`config.mk`:
```
export PLATFORM = sky130hd
export DESIGN_NAME = dram_fifo
export DESIGN_NICKNAME = d
export VERILOG_FILES = /design/src/rtl/dram_fifo.sv
export SDC_FILE = /design/constraint.sdc
export NUM_CORES = 1
export LEC_CHECK = 0
export ABC_AREA = 1
export CAP_MARGIN = 30
export CORE_ASPECT_RATIO = 0.5
export CORE_MARGIN = 4
export CORE_UTILIZATION = 40
export CTS_CLUSTER_DIAMETER = 50
export DETAILED_ROUTE_END_ITERATION = 12
export GPL_TIMING_DRIVEN = 0
export PLACE_DENSITY = 0.62
export SLEW_MARGIN = 20
export SYNTH_ARGS = -nofsm -noshare
export SYNTH_HDL_FRONTEND = slang
export SYNTH_SLANG_ARGS = --single-unit
```
`constraint.sdc`:
```
create_clock -name clk_i -period 5.9 [get_ports clk_i]
set_input_delay 0.59 -clock clk_i [delete_from_list [all_inputs] [get_ports clk_i]]
set_output_delay 0.59 -clock clk_i [all_outputs]
set_load 0.005 [all_outputs]
```
`src/rtl/dram_fifo.sv`:
```
// Synchronous FIFO: sync-write / async-read word storage plus a registered valid/ready output stage.
// Define DRAM_FIFO_USAGE_EN to add the registered occupancy output usage_o.
module dram_fifo #(
    parameter int SZ = 4,
    parameter int DW = 32
) (
    input  logic                clk_i,
    input  logic                rst_n_i,
    input  logic                push_i,
    input  logic [DW-1:0]       data_i,
    output logic                full_o,
    input  logic                pop_i,
    output logic                valid_o,
    output logic [DW-1:0]       data_o
`ifdef DRAM_FIFO_USAGE_EN
    ,
    output logic [$clog2(SZ):0] usage_o
`endif
);
    localparam int AW = $clog2(SZ);
    localparam int PW = AW + 1;
    localparam logic [PW-1:0] PTR_ONE = PW'(1);

    logic [DW-1:0] mem_q [SZ];
    logic [PW-1:0] wptr_q, wptr_d;
    logic [PW-1:0] rptr_q, rptr_d;
    logic          valid_q, valid_d;
    logic [DW-1:0] data_q, data_d;
    logic          empty;
    logic          push_ok;
    logic          load;

    // Pointer MSB tells a full ring apart from an empty one when the addresses match.
    assign empty   = (wptr_q == rptr_q);
    assign full_o  = (wptr_q[AW] != rptr_q[AW]) && (wptr_q[AW-1:0] == rptr_q[AW-1:0]);
    assign push_ok = push_i && !full_o;
    assign load    = (!valid_q || pop_i) && !empty;

    always_comb begin
        // NOTE: every signal gets a default first, so no branch can leave one unassigned and infer a latch.
        wptr_d  = wptr_q;
        rptr_d  = rptr_q;
        valid_d = valid_q;
        data_d  = data_q;
        if (push_ok) begin
            wptr_d = wptr_q + PTR_ONE;
        end
        if (load) begin
            data_d  = mem_q[rptr_q[AW-1:0]];
            valid_d = 1'b1;
            rptr_d  = rptr_q + PTR_ONE;
        end else if (valid_q && pop_i) begin
            valid_d = 1'b0;
        end
    end

    // NOTE: storage has no reset; the pointers alone decide which words are live.
    always_ff @(posedge clk_i) begin
        if (push_ok) begin
            mem_q[wptr_q[AW-1:0]] <= data_i;
        end
    end

    always_ff @(posedge clk_i or negedge rst_n_i) begin
        // NOTE: non-blocking assignments keep every register sampling pre-edge values.
        if (!rst_n_i) begin
            wptr_q  <= '0;
            rptr_q  <= '0;
            valid_q <= 1'b0;
            data_q  <= '0;
        end else begin
            wptr_q  <= wptr_d;
            rptr_q  <= rptr_d;
            valid_q <= valid_d;
            data_q  <= data_d;
        end
    end

    assign valid_o = valid_q;
    assign data_o  = data_q;

`ifdef DRAM_FIFO_USAGE_EN
    logic [PW-1:0] usage_q, usage_d;

    assign usage_d = (wptr_d - rptr_d) + {{AW{1'b0}}, valid_d};

    always_ff @(posedge clk_i or negedge rst_n_i) begin
        if (!rst_n_i) begin
            usage_q <= '0;
        end else begin
            usage_q <= usage_d;
        end
    end

    assign usage_o = usage_q;
`endif

endmodule

```
Word level (Yosys, flattened, before mapping)
Memory sizes are Yosys's and may differ from the RTL's. A register that Yosys moved wholly into a read port is not among the register bits.
Index checks and enable logic that the tools add are counted.

storage, ports and cells
  register bits = 7
  bits in latches = 0
  RAM bits = 128
  bits in read-only memories = 0
  bits of input ports = 36
  output and inout port bits = 34
  logic and storage cells = 23
  memories = 1

operators by class
  $add $sub $neg = 2
  $mul = 0
  divide/modulo/power cells = 0
  $lt $le $gt $ge = 0
  equality and inequality tests = 3
  shifts and indexed selects = 0
  mux-type cells = 4
  bitwise gates (word level) = 0
  reduce and logical (&&, ||, !) cells = 10

memory list
  name   words  width  rd ports  clocked after Yosys merged registers in  wr ports  RTL line  source
  mem_q  4      32     1         1                                        1         24        logic [DW-1:0] mem_q [SZ];

operators with widths
  kind                                                            count
  3-bit by 1-bit adder with 3-bit output (second input constant)  2
  1-bit logical AND                                               4
  1-bit zero test                                                 4
  1-bit 2-to-1 mux                                                4
  3-bit == test                                                   1
  2-bit == test                                                   1
  2-bit nonzero test                                              1
  1-bit logical OR                                                1
  1-bit != test                                                   1

Depth between registers and ports, before layout
  depth in word-level cells = 6
  gate-level depth with buffers = 8
  mapped depth without buffers = 7

Least setup slack after synthesis
Ideal clock, no wire load.

  kind = register to register
  start point = register rptr_q[1]
  end point = memory mem_q[0][0] (enable)
  setup time = 0.421 ns
  arrival time = 2.323 ns
  setup slack = 3.156 ns
  stages on the path, launching flop included = 6
  path buffers = 1
  path through = dfrtp_1 buf_6 xnor2_4 nand3_1 nand2_1 nor2_1

on the way
  longest elaborated chain between the ends = 6

ends and longest elaborated chain
  item                                    RTL line  source
  start: declaration                      26        logic [PW-1:0] rptr_q, rptr_d;
  start signal: assignment                73        rptr_q <= rptr_d;
  2-bit == test                           35        assign full_o = (wptr_q[AW] != rptr_q[AW]) && (wptr_q[AW-1:0] == rptr_q[AW-1:0]);
  1-bit logical AND                       35
  1-bit zero test                         36        assign push_ok = push_i && !full_o;
  1-bit logical AND                       36
  1-bit 2-to-1 mux                        59        if (push_ok) begin
  1-bit 2-to-1 mux (not written as such)  60        mem_q[wptr_q[AW-1:0]] <= data_i;
  end: declaration                        24

No other way between the ends.

Final worst setup path
  start point = register wptr_q[0]
  end point = output port full_o

on the way
  longest elaborated chain between the ends = 2

ends and longest elaborated chain
  item                      RTL line  source
  start: declaration        25        logic [PW-1:0] wptr_q, wptr_d;
  start signal: assignment  72        wptr_q <= wptr_d;
  2-bit == test             35
  1-bit logical AND         35
  end: declaration          11        output logic full_o,

No other way between the ends.

==> results by group <==
Outcome
  • Status: completed

Finish
  • Area Growth Syn to Fin: 24.2%
  • Utilization after layout: 0.508
  • Layout cell share with drive strength beyond 1: 0.0830
  • NumNets Final: 836
  • Fillers: 1,535
  • Number of diodes: 0

Timing
  • Endpoints failing setup: 0
  • Setup tns final: 0 ns
  • Fmax: 391 MHz
  • Slew @ Worst Pin: 0.682 ns
  • Final worst-path cycle share: 0.433
  • Worst rel slew slack: 0.545
  • Fin. Hold Viols: 0
  • RSZ-0062 raised after global routing: false
  • WHS: 0.135 ns
  • Skew final: 0.00956 ns
  • Slew Limit Fails: 0
  • Min cycle time layout: 2.56 ns

Floorplan
  • Overall die height: 102 um
  • Initial Utilization: 0.409
  • Die W: 197 um
  • Num rows: 34
  • Core box area: 17,400 um^2
  • Die Area: 20,100 um^2
  • Io pins: 70

Detailed routing
  • DR iter-0 viols: 301
  • Post-Route WL: 15,300 um
  • Routed WL per cell: 14.7 um
  • Drt first pass iters: 5
  • Via count: 4,730
  • Post-detailed-route count of antenna-violating nets: 0
  • # DRC: 0
  • Via density: 4.54

Synthesis
  • Ys async rst share: 0.234
  • Ranking of synthesized cells by area: edfxtp_1 54%, dfrtp_1 14%, nand2_1 13%
  • Area fraction in compound gates after synthesis: 0
  • Main flop type after synthesis: edfxtp_1
  • Count of different cell masters after synthesis: 17
  • Net count after synthesis: 743
  • Yosys warnings: 0
  • Post-synthesis mux area share: 0
  • XOR/XNOR share of the synthesized area: 0.00633
  • Post-synthesis adder-cell area fraction: 0.00880
  • Cell Area, Synth: 7110 um^2
  • Leading area contributor after synthesis: edfxtp_1
  • Synth Register Bits: 167
  • Sequential area share after synthesis: 0.678
  • Synth Instances: 702
  • Top-area cell type share of the netlist area: 0.541
  • Mean post-synth cell area: 10.1 um^2
  • Count leader, synth: nand2_1
  • Largest family of logic cells by synthesized area: simple AND/OR/NAND/NOR gates
  • Top post-synthesis cells by count: 248 x nand2_1, 139 x inv_1, 128 x edfxtp_1
  • Post-synth EDFFs: 128
  • Area share of and/or/nand/nor cells after synthesis: 0.210

Critical path
  • Critical Path Start Type: flip-flop
  • Cells along the critical path: inv_1, nand2_1, nand2_1, nand3_1, inv_1, clkdlybuf4s50_1
  • Critical path peak fanout: 5
  • Bufs and invs on worst path: 3
  • Worst Path Required: 5.31 ns
  • Critical Path Sink Type: primary output
  • CP max stage cell: clkdlybuf4s50_1
  • Critical Path AT: 1.97 ns
  • Largest stage delay on the critical path: 0.49 ns
  • Cell family with most CP delay: buffers and inverters
  • Critical path class: flip-flop to primary output

Clock tree
  • CTS root buf: clkbuf_16
  • Post-CTS Hold Buffers: 0
  • # Post-CTS Setup Buffers: 0
  • H-Tree Depth: 4
  • Num CTS Buffers: 17
  • Clock buffer depth: 2
  • Post-CTS Resized: 0
  • Reg clk slew, reported paths: 0.07 ns
  • Clock Latency Late Sink: 0.42 ns
  • CTS tree: yes
  • CTS sink cnt: 167

Power and ir drop
  • Pleak: 4.07 nW
  • Clk pwr share: 0.242
  • Int Power: 0.00295 W
  • NetSw: 0.00164 W
  • Power density over the cells: 519 nW/um^2
  • Sequential power share: 0.382
  • Maximum vdd drop: 223 uV
  • Comb power frac: 0.376
  • Sw Ratio: 0.357

Global route
  • Largest net degree at the start of global routing: 23
  • GRT Total Usage: 0.160
  • First-pass GRT wire length: 24,600 um
  • Vias in the first global route: 4,807
  • Total grt overflow: 0
  • Initial antenna violation count: 0

Placed design
  • Post-DP HPWL: 10,300 um
  • GPL Wtd Cong: 0.746
  • IO buf count: 69

Min path
  • Min-Delay Path Class: primary input to asynchronous set/reset pin

Job
  • Max Cap Viol: 0
## power groups by stage
stage               Sequential (W)  Clock (W)  Combinational [W]
finish                     0.00175    0.00111            0.00172
CTS                        0.00175    0.00113            0.00176
detailed placement         0.00178          0            0.00175
floorplan                  0.00176          0            0.00103
global route               0.00178    0.00118            0.00194
global placement           0.00179          0            0.00165
## final timing paths
kind	start	endpoint	slack (ns)	depth (start not counted)
max	wptr_q[0]	full_o	3.34	6
min	rst_n_i	data_o[3]	0.13	1
max reg2reg	wptr_q[0]	mem_q[0][17]	3.43	7
min reg2reg	data_o[21]	data_o[21]	0.47	2
max in group asynchronous	rst_n_i	data_o[24]	5.27	2
min in group clk_i	data_o[21]	data_o[21]	0.47	2
## flip-flops by register name (all words and copies together) (netlist names)
name / cells
mem_q: 128
valid_o: 1
wptr_q: 3
rptr_q: 3
data_o: 32
## metal layers
metal,part of all wire,GRT usage
met1,0.46,0.209
met2,0.49,0.272
met3,0.051,0.0359
met4,0.0063,0.0450
met5,0,0
## through the flow
stage	total power, W	std cells	cell area [um^2]	setup WS, ns
4_1_cts	0.00463	1041	8830	3.32
5_1_grt	0.00490	1041	8830	3.21
3_5_place_dp	0.00352	1010	8240	3.25
6_report	0.00458	1041	8830	3.34
2_1_floorplan	0.00280	702	7110	3.16
3_3_place_gp	0.00344	1005	8090	1.45
## logic make-up after synthesis
group	after synthesis
DFF	167
and+or+nand+nor	357
adders and majority gates	5
xor gates and xnor gates	3
buffers and inverters	170
## layout make-up
type                    count  area (um^2)  area share
well taps                 234          293      0.0331
clock inverters            14          165      0.0187
flip-flops and latches    167         4820       0.546
clock buffers              17          425      0.0482
plain buffers              30          168      0.0190
repair buffers             74          808      0.0915
inverters                 140          526      0.0595
multi-input cells         365         1630       0.184
## cells in the final DEF, fill, tap and decap left out, drive strengths merged
cell type      count
clkbuf            24
xor2               2
inv              147
buf               29
clkdlybuf4s50     68
dfrtp             39
xnor2              1
nand2            249
edfxtp           128
ha                 5
clkinvlp           1
nor2               4
bufinv             2
nand3            104
clkinv             4
Power figures use the tool's default switching activity.
